$ cat config.mk
export PLATFORM = sky130hd
export DESIGN_NAME = mdu_op_unit
export DESIGN_NICKNAME = d
export VERILOG_FILES = /design/src/rtl/mdu_op_unit.sv
export SDC_FILE = /design/constraint.sdc
export NUM_CORES = 1
export LEC_CHECK = 0
export ABC_CLOCK_PERIOD_IN_PS = 7000
export CAP_MARGIN = 10
export CORE_ASPECT_RATIO = 1.1
export CORE_UTILIZATION = 54
export CTS_CLUSTER_DIAMETER = 50
export DETAILED_ROUTE_END_ITERATION = 8
export DONT_BUFFER_PORTS = 1
export GPL_TIMING_DRIVEN = 0
export PLACE_DENSITY = 0.69
export SLEW_MARGIN = 25
export SYNTH_ARGS = -nofsm -noshare
export SYNTH_HDL_FRONTEND = slang
export SYNTH_SLANG_ARGS = --single-unit
$ cat constraint.sdc
create_clock -name clk -period 7 [get_ports clk]
set_clock_uncertainty 0.1 [all_clocks]
set_input_delay 1.05 -clock clk [delete_from_list [all_inputs] [get_ports clk]]
set_output_delay 1.05 -clock clk [all_outputs]
set_load 0.05 [all_outputs]
$ cat src/rtl/mdu_op_unit.sv
// RV32M/RV64M multiply/divide unit: decodes funct7/funct3, then runs a
// radix-2 shift-add multiply or a restoring divide, one bit per cycle.
module mdu_op_unit #(
  parameter int unsigned XLEN    = 32,
  parameter bit          HAS_DIV = 1'b1
) (
  input  logic            clk,
  input  logic            rstN,
  input  logic            flush,
  input  logic            in_valid,
  output logic            in_ready,
  input  logic [6:0]      funct7,
  input  logic [2:0]      funct3,
  input  logic [XLEN-1:0] op_a,
  input  logic [XLEN-1:0] op_b,
  output logic            out_valid,
  input  logic            out_ready,
  output logic [XLEN-1:0] result,
  output logic            error
);

  localparam int unsigned W2 = 2 * XLEN;
  localparam int unsigned CW = $clog2(XLEN);

  localparam logic [6:0]      F7_MULDIV = 7'b0000001;
  localparam logic [2:0]      F3_MUL    = 3'd0;
  localparam logic [2:0]      F3_MULH   = 3'd1;
  localparam logic [2:0]      F3_MULHSU = 3'd2;
  localparam logic [2:0]      F3_DIV    = 3'd4;
  localparam logic [2:0]      F3_REM    = 3'd6;
  localparam logic [XLEN-1:0] MIN_NEG   = {1'b1, {(XLEN-1){1'b0}}};

  typedef enum logic [1:0] {
    S_IDLE = 2'd0,
    S_MUL  = 2'd1,
    S_DIV  = 2'd2,
    S_DONE = 2'd3
  } state_t;

  state_t state_q, state_d;

  // Datapath registers: acc holds {hi, multiplier} for MUL, {rem, dividend/quotient} for DIV.
  logic [W2-1:0]   acc_q;
  logic [XLEN-1:0] mcand_q;
  logic [CW-1:0]   cnt_q;
  logic [2:0]      op_q;
  logic            neg_q;
  logic            rneg_q;
  logic [XLEN-1:0] res_q;
  logic            err_q;

  logic            in_ready_d;
  logic            out_valid_d;
  logic            error_d;
  logic [XLEN-1:0] result_d;

  // Accept-time decode, taken straight from the request inputs.
  logic            accept_c;
  logic            is_div_c;
  logic            illegal_c;
  logic            a_signed_c;
  logic            b_signed_c;
  logic            a_neg_c;
  logic            b_neg_c;
  logic [XLEN-1:0] a_mag_c;
  logic [XLEN-1:0] b_mag_c;
  logic            div_zero_c;
  logic            div_ovf_c;
  logic            fast_c;
  logic [XLEN-1:0] fast_res_c;

  always_comb begin
    accept_c   = (state_q == S_IDLE) && in_valid && !flush;
    is_div_c   = funct3[2];
    illegal_c  = (funct7 != F7_MULDIV) || (is_div_c && !HAS_DIV);
    a_signed_c = (funct3 == F3_MULH) || (funct3 == F3_MULHSU) ||
                 (funct3 == F3_DIV)  || (funct3 == F3_REM);
    b_signed_c = (funct3 == F3_MULH) || (funct3 == F3_DIV) || (funct3 == F3_REM);
    a_neg_c    = a_signed_c && op_a[XLEN-1];
    b_neg_c    = b_signed_c && op_b[XLEN-1];
    a_mag_c    = a_neg_c ? (XLEN'(0) - op_a) : op_a;
    b_mag_c    = b_neg_c ? (XLEN'(0) - op_b) : op_b;
    div_zero_c = (op_b == '0);
    div_ovf_c  = ((funct3 == F3_DIV) || (funct3 == F3_REM)) &&
                 (op_a == MIN_NEG) && (op_b == '1);
    fast_c     = illegal_c || (is_div_c && (div_zero_c || div_ovf_c));
    fast_res_c = '0;
    if (illegal_c) begin
      fast_res_c = '0;
    end else if (div_zero_c) begin
      fast_res_c = funct3[1] ? op_a : '1;
    end else if (div_ovf_c) begin
      fast_res_c = funct3[1] ? '0 : op_a;
    end
  end

  // One iteration step of each algorithm plus the sign-corrected final selection.
  logic [XLEN:0]   mul_sum_c;
  logic [W2-1:0]   mul_acc_c;
  logic [XLEN:0]   div_shift_c;
  logic [XLEN:0]   div_diff_c;
  logic [W2-1:0]   div_acc_c;
  logic [W2-1:0]   prod_c;
  logic [XLEN-1:0] quo_c;
  logic [XLEN-1:0] rem_c;
  logic [XLEN-1:0] fin_res_c;
  logic            last_c;

  always_comb begin
    mul_sum_c   = {1'b0, acc_q[W2-1:XLEN]} + (acc_q[0] ? {1'b0, mcand_q} : {(XLEN+1){1'b0}});
    mul_acc_c   = {mul_sum_c, acc_q[XLEN-1:1]};
    div_shift_c = acc_q[W2-1:XLEN-1];
    div_diff_c  = div_shift_c - {1'b0, mcand_q};
    div_acc_c   = {(div_diff_c[XLEN] ? div_shift_c[XLEN-1:0] : div_diff_c[XLEN-1:0]),
                   acc_q[XLEN-2:0], ~div_diff_c[XLEN]};
    prod_c      = neg_q  ? (W2'(0) - mul_acc_c) : mul_acc_c;
    quo_c       = neg_q  ? (XLEN'(0) - div_acc_c[XLEN-1:0]) : div_acc_c[XLEN-1:0];
    rem_c       = rneg_q ? (XLEN'(0) - div_acc_c[W2-1:XLEN]) : div_acc_c[W2-1:XLEN];
    last_c      = (cnt_q == CW'(XLEN - 1));
    fin_res_c   = '0;
    if (state_q == S_DIV) begin
      fin_res_c = op_q[1] ? rem_c : quo_c;
    end else begin
      fin_res_c = (op_q == F3_MUL) ? prod_c[XLEN-1:0] : prod_c[W2-1:XLEN];
    end
  end

  // State register; the visible handshake/result outputs are registered here too.
  always_ff @(posedge clk or negedge rstN) begin
    if (!rstN) begin
      state_q   <= S_IDLE;
      in_ready  <= 1'b1;
      out_valid <= 1'b0;
      result    <= '0;
      error     <= 1'b0;
    end else begin
      state_q   <= state_d;
      in_ready  <= in_ready_d;
      out_valid <= out_valid_d;
      result    <= result_d;
      error     <= error_d;
    end
  end

  // Next-state logic; flush overrides both acceptance and the result handshake.
  always_comb begin
    state_d = state_q;
    if (flush) begin
      state_d = S_IDLE;
    end else begin
      case (state_q)
        S_IDLE: begin
          if (in_valid) begin
            if (fast_c)        state_d = S_DONE;
            else if (is_div_c) state_d = S_DIV;
            else               state_d = S_MUL;
          end
        end
        S_MUL, S_DIV: begin
          if (last_c) state_d = S_DONE;
        end
        S_DONE: begin
          if (out_valid && out_ready) state_d = S_IDLE;
        end
        default: state_d = S_IDLE;
      endcase
    end
  end

  // Output logic: out_valid rises one cycle after DONE is entered and drops on exit.
  always_comb begin
    in_ready_d  = (state_d == S_IDLE);
    out_valid_d = (state_q == S_DONE) && (state_d == S_DONE);
    error_d     = out_valid_d && err_q;
    result_d    = out_valid_d ? res_q : result;
  end

  // Datapath: load magnitudes at accept, iterate in MUL/DIV, latch the final result.
  always_ff @(posedge clk or negedge rstN) begin
    if (!rstN) begin
      acc_q   <= '0;
      mcand_q <= '0;
      cnt_q   <= '0;
      op_q    <= '0;
      neg_q   <= 1'b0;
      rneg_q  <= 1'b0;
      res_q   <= '0;
      err_q   <= 1'b0;
    end else if (accept_c) begin
      op_q    <= funct3;
      cnt_q   <= '0;
      neg_q   <= a_neg_c ^ b_neg_c;
      rneg_q  <= a_neg_c;
      acc_q   <= is_div_c ? {XLEN'(0), a_mag_c} : {XLEN'(0), b_mag_c};
      mcand_q <= is_div_c ? b_mag_c : a_mag_c;
      res_q   <= fast_res_c;
      err_q   <= illegal_c;
    end else if ((state_q == S_MUL) || (state_q == S_DIV)) begin
      acc_q <= (state_q == S_DIV) ? div_acc_c : mul_acc_c;
      cnt_q <= cnt_q + CW'(1);
      if (last_c) res_q <= fin_res_c;
    end
  end

endmodule

[Word-level counts from Yosys, hierarchy flattened]
Index checks and enable logic that the tools add are counted.
Word-level totals
  output and inout bits: 35
  word-level logic and storage cells: 95
  register bits after elaboration: 176
  bits of input ports: 79
Operators by class
  $add $sub $neg: 8
  reduce and logical (&&, ||, !) cells: 28
  bitwise gates (word level): 2
  eq/ne operators: 12
  muxes and demuxes: 32
Operators with widths (count)
  32-bit 2-to-1 mux: 19
  64-bit 2-to-1 mux: 4
  1-bit by 32-bit subtractor with 32-bit output, first input constant: 4
  32-bit == test, second input constant: 2
  1-bit by 64-bit subtractor with 64-bit output, first input constant: 1
  32-bit by 32-bit adder with 33-bit output: 1
  33-bit by 32-bit subtractor with 33-bit output: 1
  32-bit zero test: 1
  2-bit 2-to-1 mux: 6
  1-bit logical AND: 10
  5-bit 2-to-1 mux: 2
  1-bit logical OR: 9
  7-bit by 1-bit inequality test with 1-bit output, second input constant: 1
  2-bit == test, second input constant: 3
  3-bit == test, second input constant: 2
  2-bit case mux with 3 select lines: 1
  5-bit by 1-bit adder with 5-bit output, second input constant: 1
  5-bit == test, second input constant: 1
  2-bit zero test: 2
  2-bit nonzero test: 2
  3-bit by 1-bit == test with 1-bit output, second input constant: 1
  3-bit by 2-bit == test with 1-bit output, second input constant: 1
  3-bit zero test: 1
  2-bit by 1-bit == test with 1-bit output, second input constant: 1
  5 further kinds: 5

[Depth between registers and ports, before layout]
Gate-level depths: netlist of the first run.
  depth after elaboration: 14
  mapped depth: 24
  mapped depth without buffers: 20

[Worst setup path after synthesis of the first run]
Ideal clock, no wire load.
  kind: reg2reg
  from: register acc_q[31]
  to: register res_q[30]
  library setup time: 0.132 ns
  required time: 6.768 ns
  setup slack: 1.806 ns
  buffers on the path: 5
  clock period less this slack: 5.194 ns
  stages on the path, launching flop included: 25
  arrival time: 4.962 ns
  cells stage by stage: dfrtp_1 -> clkbuf_1 -> inv_1 -> ha_1 -> inv_1 -> fa_1 -> a211oi_1 -> o211ai_1 -> a21oi_1 -> a211oi_1 -> nor3_1 -> nor2_1 -> buf_2 -> inv_1 -> buf_4 -> clkbuf_1 -> nor2_1 -> a21oi_1 -> ha_1 -> o221a_2 -> and3_1 -> clkbuf_1 -> a21oi_1 -> a2111oi_0 -> o31ai_1
On the way
  cells in the longest elaborated chain, start to end: 9
  elaborated cells between the ends (all ways): 15
  those cells by class: add/sub: 4; mux: 10; bitwise: 1
Ends and longest elaborated chain
  start, declared: line 43  | logic [W2-1:0] acc_q;
  start signal, assigned: line 194  | acc_q <= is_div_c ? {XLEN'(0), a_mag_c} : {XLEN'(0), b_mag_c};
  start signal, assigned: line 199  | acc_q <= (state_q == S_DIV) ? div_acc_c : mul_acc_c;
  33-bit by 32-bit subtractor with 33-bit output: line 113  | div_diff_c = div_shift_c - {1'b0, mcand_q};
  32-bit 2-to-1 mux or 1-bit NOT (tied branches): line 114, 115
  1-bit by 32-bit subtractor with 32-bit output (on tied branches): line 118, 117
  32-bit 2-to-1 mux (on tied branches): line 118, 117
  32-bit 2-to-1 mux: line 122  | fin_res_c = op_q[1] ? rem_c : quo_c;
  32-bit 2-to-1 mux (*): line 121  | if (state_q == S_DIV) begin
  32-bit 2-to-1 mux (*): line 201  | if (last_c) res_q <= fin_res_c;
  32-bit 2-to-1 mux (*): line 198  | end else if ((state_q == S_MUL) || (state_q == S_DIV)) begin
  32-bit 2-to-1 mux (*): line 189  | end else if (accept_c) begin
  end signal, assigned: line 196  | res_q <= fast_res_c;
  end signal, assigned: line 201
  end, declared: line 49  | logic [XLEN-1:0] res_q;
Every way passes the cells marked *; elsewhere a longest branch is shown, timed or not. The select of a mux whose other input is x is not followed.
A chain may end at the register's enable or synchronous reset.

[Worst setup path in the final report of the first run]
Same ends and word-level chain as after synthesis.

==> reports/results.ini, run 1 <==
[worst_setup_path]
endpoint=res_q[30]
path_class=register to register
critPathBufInv=7
crit_chain=inv_1 -> ha_1 -> inv_1 -> fa_1 -> a211oi_2 -> o211ai_1 -> a21oi_2 -> a211oi_2 -> nor3_4 -> nor2_1 -> buf_2 -> inv_1 -> buf_4 -> buf_4 -> mux2i_1 -> ha_1 -> o221a_2 -> and3_1 -> clkbuf_1 -> a21oi_1 -> a2111oi_0 -> o31ai_1
cp-startpoint=acc_q[31]
worstRegToRegCells=22
crit_cells=22
critPathLaunchType=register
r2r-end=res_q[30]
critical_path_required_ns=7.26
critPathArrivalTime_ns=7.02
rrSetupSlack_ns=0.23
worstPathMaxFanout=19
crit_family=compound AO/OA/AOI/OAI gates
end_kind=register
cp_common_cell=inv_1
slowest_stage=dfrtp_1
reg2reg_from=acc_q[31]
crit_path_max_incr_delay_ns=0.57

[die]
die_w_um=181
initial_core_util_pct=55.1
num_io_pins=114
fp.dieH_um=199
placeableCoreArea_mm2=0.0345
die-area_mm2=0.0359
rows=71

[global_routing]
grt_usage_pct=48.7
grt_max_degree=177
grt_pass1_vias=19900
grt_pass1_wl_um=127000
antenna_found_initial=2
grt.overflow.total=0

[cts]
cts_num_sinks=176
cts_tree=done
cts_buffer_depth=2
ctsHoldBuffers=0
htree_levels=4
cts_root_buffer=clkbuf_16
clk_pin_slew_ns=0.08
insertion_delay_ns=0.49
numCtsBuffers=17

[cells_and_area]
syn2layout_area_growth_pct=6.45
final_layout_size_suffix_gt1_share_pct=5.50
fin_util_pct=58.7
finalInstanceArea_mm2=0.0202
nNetsFinal=2690

[timing]
setup_ws_ns=0.234
fin_crit_ns=6.77
slew_headroom_pct=26.4
hold_slack_ns=0.171
fin_setup_tns_ns=0
fmax_mhz=148
grt_setup_unrepaired=false
period_share_pct=96.7
setup_viol=0
worstMarginPinSlew_ns=1.10
hold_viol_final=0
maxSlewViolCount=0

[power]
power_density_mw_per_mm2=584
p_leak_nw=8.05
ir_worst_vdd_uv=283

[logic_synthesis]
yosysSeqAreaShare_pct=23.2
ys_seq_elements=176
synthArstFlopShare_pct=100
syn_area_mm2=0.0190
synth.distinct_cells=100
synth_edf_count=0
avgSynthCellArea_um2=7.56
syn-num-nets=2672
syn_inst=2515
yosys_warnings=0
yosys_most_used_dff=dfrtp_1

[place]
place_ws_ns=-0.379
routabilityCongestion=1.09
dpl_cell_area_mm2=0.0196
io_buffers=0
hpwlAfterDp_um=70000

[job]
max-cap-violations=0

[routing]
ant_nets=0
wirelength_um=88600
wl_per_cell_um=29.7
routed_via_density=7.21
drt_iter0_drc=2675
first_pass_iters=7
drc=0
vias=21500

[outcome]
status=complete, no violations

[min_path]
min_path_type=input pin to asynchronous set/reset pin

-- logic make-up (layout without fill, tap and decap cells) --
kind of cell,Yosys count,count (layout),share of synthesized area (%)
flops,176,176,23.2
buf+inv,245,275,5.05
fa+ha+maj,78,78,5.21
xor+xnor,187,187,8.62
compound gates,844,844,29.0
simple gates,853,853,21.6
mux,132,132,7.26
other cells,0,1,0
-- synthesized netlist by cell type (all sizes together) (8+ instances only) --
cell,instances,area share [%]
or3,26,0.88
a211o,10,0.46
mux2i,94,5.0
a21o,26,1.0
a21boi,12,0.47
a2111oi,16,0.78
o31ai,44,1.8
o21ai,253,6.7
o211ai,87,3.5
nor3b,14,0.58
buf,38,0.96
o221ai,10,0.46
o311ai,8,0.37
nand3,40,1.1
nand2,275,5.4
nor4,33,1.2
clkbuf,140,2.8
nor3,57,1.5
inv,65,1.3
o41ai,11,0.55
nand4,28,0.92
xor2,84,3.9
mux2,37,2.2
nor2b,12,0.40
o21a,31,1.2
dfrtp,175,23
nor2,244,4.8
a31oi,21,0.69
ha,76,5.0
o22ai,8,0.26
nand2b,17,0.56
xnor2,103,4.7
a211oi,39,1.6
and3,23,0.76
a21oi,177,4.7
and2,21,0.69
or4,22,0.95
a221oi,8,0.37
or2,10,0.33
-- routing by layer --
metal	part of all wire [%]	routed length, um	up-vias	global-route usage (%)
li1	-	-	9326	-
met1	36	32200	10300	57.4
met2	42	37400	1454	72.9
met3	11	10100	409	13.4
met4	9.8	8700	4	43.0
met5	0.14	124	-	2.34
-- report_power, final --
group / switching, W / internal (W)
combinational: 0.00618 / 0.00288
clock: 0.000480 / 0.000605
sequential: 0.000348 / 0.00131
total: 0.00701 / 0.00479
-- cells in the final DEF (no fill, tap or decap), types with 9 or more instances in the layout --
| cell type | netlist | routed |
|---|---|---|
| nand2_1 | 275 | 275 |
| o21ai_0 | 246 | 246 |
| nor2_1 | 244 | 244 |
| a21oi_1 | 176 | 175 |
| dfrtp_1 | 175 | 175 |
| clkbuf_1 | 140 | 140 |
| xnor2_1 | 103 | 103 |
| mux2i_1 | 94 | 94 |
| o211ai_1 | 85 | 85 |
| xor2_1 | 84 | 83 |
| ha_1 | 76 | 76 |
| inv_1 | 65 | 65 |
| nor3_1 | 57 | 56 |
| o31ai_1 | 43 | 43 |
| nand3_1 | 39 | 39 |
| mux2_2 | 37 | 37 |
| a211oi_1 | 36 | 34 |
| o21a_1 | 31 | 31 |
| nor4_1 | 30 | 30 |
| nand4_1 | 28 | 28 |
| a21o_1 | 26 | 26 |
| or3_1 | 25 | 25 |
| and3_1 | 23 | 23 |
| and2_1 | 21 | 21 |
| a31oi_1 | 21 | 21 |
| or4_1 | 18 | 18 |
| buf_1 | 17 | 17 |
| buf_2 | 17 | 17 |
| nand2b_1 | 17 | 17 |
| clkbuf_16 | 0 | 17 |
| a2111oi_0 | 14 | 14 |
| nor3b_1 | 13 | 13 |
| nor2b_1 | 12 | 12 |
| or2_2 | 10 | 10 |
| a211o_1 | 10 | 10 |
| o221ai_1 | 10 | 10 |
| a21boi_0 | 10 | 10 |
| o41ai_1 | 10 | 9 |
-- per-stage QoR --
step,power (W),instances
after floorplan,0.00745,2515
after global placement,0.0100,2953
after detailed placement,0.0102,2954
after CTS,0.0113,2984
after global routing,0.0123,2983
final,0.0118,2984
-- cell type report --
type	count	area (um^2)
inverter	67	251
clock buffer	19	433
tap	438	548
multi-input combinational	2094	13700
antenna	1	2.50
timing repair buffer	1	11.3
sequential	176	4410
buffer	176	701
fill	3308	14200
clock inverter	12	199
-- worst min-delay path by stage --
stage,from,to,slack (ns)
after floorplan,mcand_q[12],mcand_q[12],0.35
after global placement,mcand_q[20],mcand_q[20],0.36
after detailed placement,err_q,error,0.37
after CTS,rstN,res_q[12],0.16
after global routing,rstN,result[13],0.15
final,rstN,acc_q[17],0.17
-- what timing repair did --
item | 4_1_cts | 5_1_grt
setup endpoints to repair | 10 | 8
resized for setup | 2 | 4
setup buffers | 0 | 0
-- registers in the layout, indices dropped and copies added, names as in the netlist --
name	cells
state_q	2
out_valid	1
acc_q	64
error	1
result	32
rneg_q	1
cnt_q	5
in_ready	1
res_q	32
mcand_q	32
neg_q	1
op_q	3
err_q	1
-- worst reg2reg max path: stages (launching register included) --
cell       delay [ns]
dfrtp_1          0.57
inv_1            0.22
ha_1             0.21
inv_1            0.06
fa_1             0.44
a211oi_2         0.37
o211ai_1         0.31
a21oi_2          0.39
a211oi_2         0.18
nor3_4           0.32
nor2_1           0.09
buf_2            0.23
inv_1            0.15
buf_4            0.29
buf_4            0.28
mux2i_1          0.45
ha_1             0.43
o221a_2          0.34
and3_1           0.26
clkbuf_1         0.30
a21oi_1          0.11
a2111oi_0        0.43
o31ai_1          0.11
Note: power is estimated with default switching activity, not from simulation.
==> inputs of run 2 (changes only) <==
--- a/config.mk
+++ b/config.mk
@@ -14,7 +14,6 @@
 export DONT_BUFFER_PORTS = 1
 export GPL_TIMING_DRIVEN = 0
 export PLACE_DENSITY = 0.69
-export SLEW_MARGIN = 25
 export SYNTH_ARGS = -nofsm -noshare
 export SYNTH_HDL_FRONTEND = slang
 export SYNTH_SLANG_ARGS = --single-unit
==> reports/results.ini, run 2 (synthesis gave the netlist of run 1 again) <==
[outcome]
status=complete, no violations

[die]
fp.dieH_um=199  ; unchanged
placeableCoreArea_mm2=0.0345  ; unchanged
num_io_pins=114  ; unchanged
rows=71  ; unchanged
die-area_mm2=0.0359  ; unchanged
initial_core_util_pct=55.1  ; unchanged
die_w_um=181  ; unchanged

[power]
power_density_mw_per_mm2=581  ; -0.52%
ir_worst_vdd_uv=311  ; +9.9%
p_leak_nw=8.03  ; -0.23%

[global_routing]
grt_pass1_wl_um=128000  ; +0.65%
grt_pass1_vias=20300  ; +2.2%
grt_usage_pct=48.9  ; +0.15 points
grt_max_degree=177  ; unchanged
antenna_found_initial=1  ; -1
grt.overflow.total=0  ; unchanged

[worst_setup_path]
slowest_stage=dfrtp_1
critPathBufInv=6  ; -1
crit_family=compound AO/OA/AOI/OAI gates
crit_path_max_incr_delay_ns=0.68  ; +0.11 ns
r2r-end=res_q[22]
reg2reg_from=acc_q[31]
cp-startpoint=acc_q[31]
endpoint=res_q[22]
end_kind=register
crit_cells=21  ; -4.5%
critPathArrivalTime_ns=7.11  ; +0.09 ns
crit_chain=inv_1 -> ha_1 -> inv_1 -> fa_1 -> a211oi_2 -> o211ai_1 -> a21oi_2 -> a211oi_2 -> o21a_1 -> nor2_1 -> buf_2 -> inv_1 -> buf_4 -> buf_4 -> mux2i_1 -> ha_1 -> o21ai_0 -> nor3_1 -> nand3_1 -> a211oi_1 -> o21ai_0
rrSetupSlack_ns=0.15  ; -0.09 ns
worstRegToRegCells=21  ; -4.5%
worstPathMaxFanout=19  ; unchanged
path_class=register to register
cp_common_cell=inv_1
critPathLaunchType=register
critical_path_required_ns=7.26  ; about the same

[cells_and_area]
regMostFlops=acc_q
final_common_cell=nand2_1
syn2layout_area_growth_pct=6.19
multi_input_comb_area_mm2=0.0137  ; about the same
final_layout_size_suffix_gt1_share_pct=5.54  ; +0.039 points
fillers=3320  ; +0.36%
final_cell_count_no_fill=2984  ; unchanged
layout_common_cells=nand2_1, o21ai_0, nor2_1
largest_reg_flops=64  ; unchanged
fin_util_pct=58.5  ; -0.15 points
regArea_mm2=0.00441  ; unchanged
nNetsFinal=2690  ; unchanged

[routing]
wirelength_um=88600  ; about the same
ant_nets=0  ; unchanged
vias=21500  ; -0.0093%
first_pass_iters=6  ; -1
wl_per_cell_um=29.7  ; about the same
drt_iter0_drc=3037  ; +14%
routed_via_density=7.21  ; about the same
drc=0  ; unchanged

[cts]
cts_num_sinks=176  ; unchanged
clk_pin_slew_ns=0.09  ; about the same
numCtsBuffers=17  ; unchanged
cts_buffer_depth=2  ; unchanged
insertion_delay_ns=0.49  ; about the same
ctsHoldBuffers=0  ; unchanged
cts_tree=done
htree_levels=4  ; unchanged
cts_root_buffer=clkbuf_16

[place]
dp_cells=2954  ; unchanged
hpwlAfterDp_um=70000  ; about the same
place_ws_ns=-0.387  ; -0.00780 ns
io_buffers=0  ; unchanged
routabilityCongestion=1.09  ; unchanged

[timing]
fin_setup_tns_ns=0  ; unchanged
hold_viol_final=0  ; unchanged
grt_setup_unrepaired=false
setup_ws_ns=0.147  ; -0.0865 ns
period_share_pct=97.9  ; +1.2 points
slew_headroom_pct=16.0  ; -10 points
worstMarginPinSlew_ns=1.26  ; +0.157 ns
fin_crit_ns=6.85  ; +0.0865 ns
setup_viol=0  ; unchanged
fmax_mhz=146  ; -1.3%
maxSlewViolCount=0  ; unchanged

[job]
max-cap-violations=0  ; unchanged

[min_path]
min_path_type=input pin to asynchronous set/reset pin

-- run 2: power breakdown --
group          internal [W]  total, W  switching (W)
Combinational       0.00288   0.00903        0.00616
Clock              0.000510   0.00103       0.000516
Sequential          0.00131   0.00166       0.000347
Total               0.00470    0.0117        0.00702
-- run 2: repair_timing --
action                     in CTS  in global routing
hold endpoints to repair        0                  0
setup buffers                   0                  0
setup endpoints to repair      11                  8
resized for setup               2                  4
-- run 2: area by class of cell --
cell class                 count  area share [%]
buffer                       176            3.47
timing repair buffer           1          0.0248
multi-input combinational   2094            67.7
inverter                      67            1.25
tap                          438            2.72
clock inverter                14           0.843
antenna                        1          0.0124
sequential                   176            21.8
clock buffer                  17            2.11
-- run 2: worst min path at each step --
stage	cells after the start	start	end	slack (ns)
4_1_cts	0	rstN	state_q[1]	0.15
6_report	0	rstN	acc_q[18]	0.15
2_1_floorplan	2	mcand_q[12]	mcand_q[12]	0.35
3_3_place_gp	2	mcand_q[20]	mcand_q[20]	0.36
3_5_place_dp	1	err_q	error	0.37
5_1_grt	0	rstN	acc_q[19]	0.16
-- run 2: metal layers --
layer / vias to the layer above / global-route usage (%) / routed length (um)
met2: 1546 / 71.9 / 36800
met3: 435 / 14.1 / 10500
met5: - / 0 / 35
met1: 10200 / 57.5 / 31900
li1: 9311 / - / -
met4: 4 / 45.6 / 9360
-- run 2: metrics by stage --
step                      hold WS [ns]  instance area [um^2]  power (W)
after floorplan                  0.350                 19000    0.00745
after global placement           0.363                 19600     0.0100
after detailed placement         0.373                 19600     0.0102
after CTS                        0.152                 20200     0.0112
after global routing             0.157                 20200     0.0122
final                            0.148                 20200     0.0117
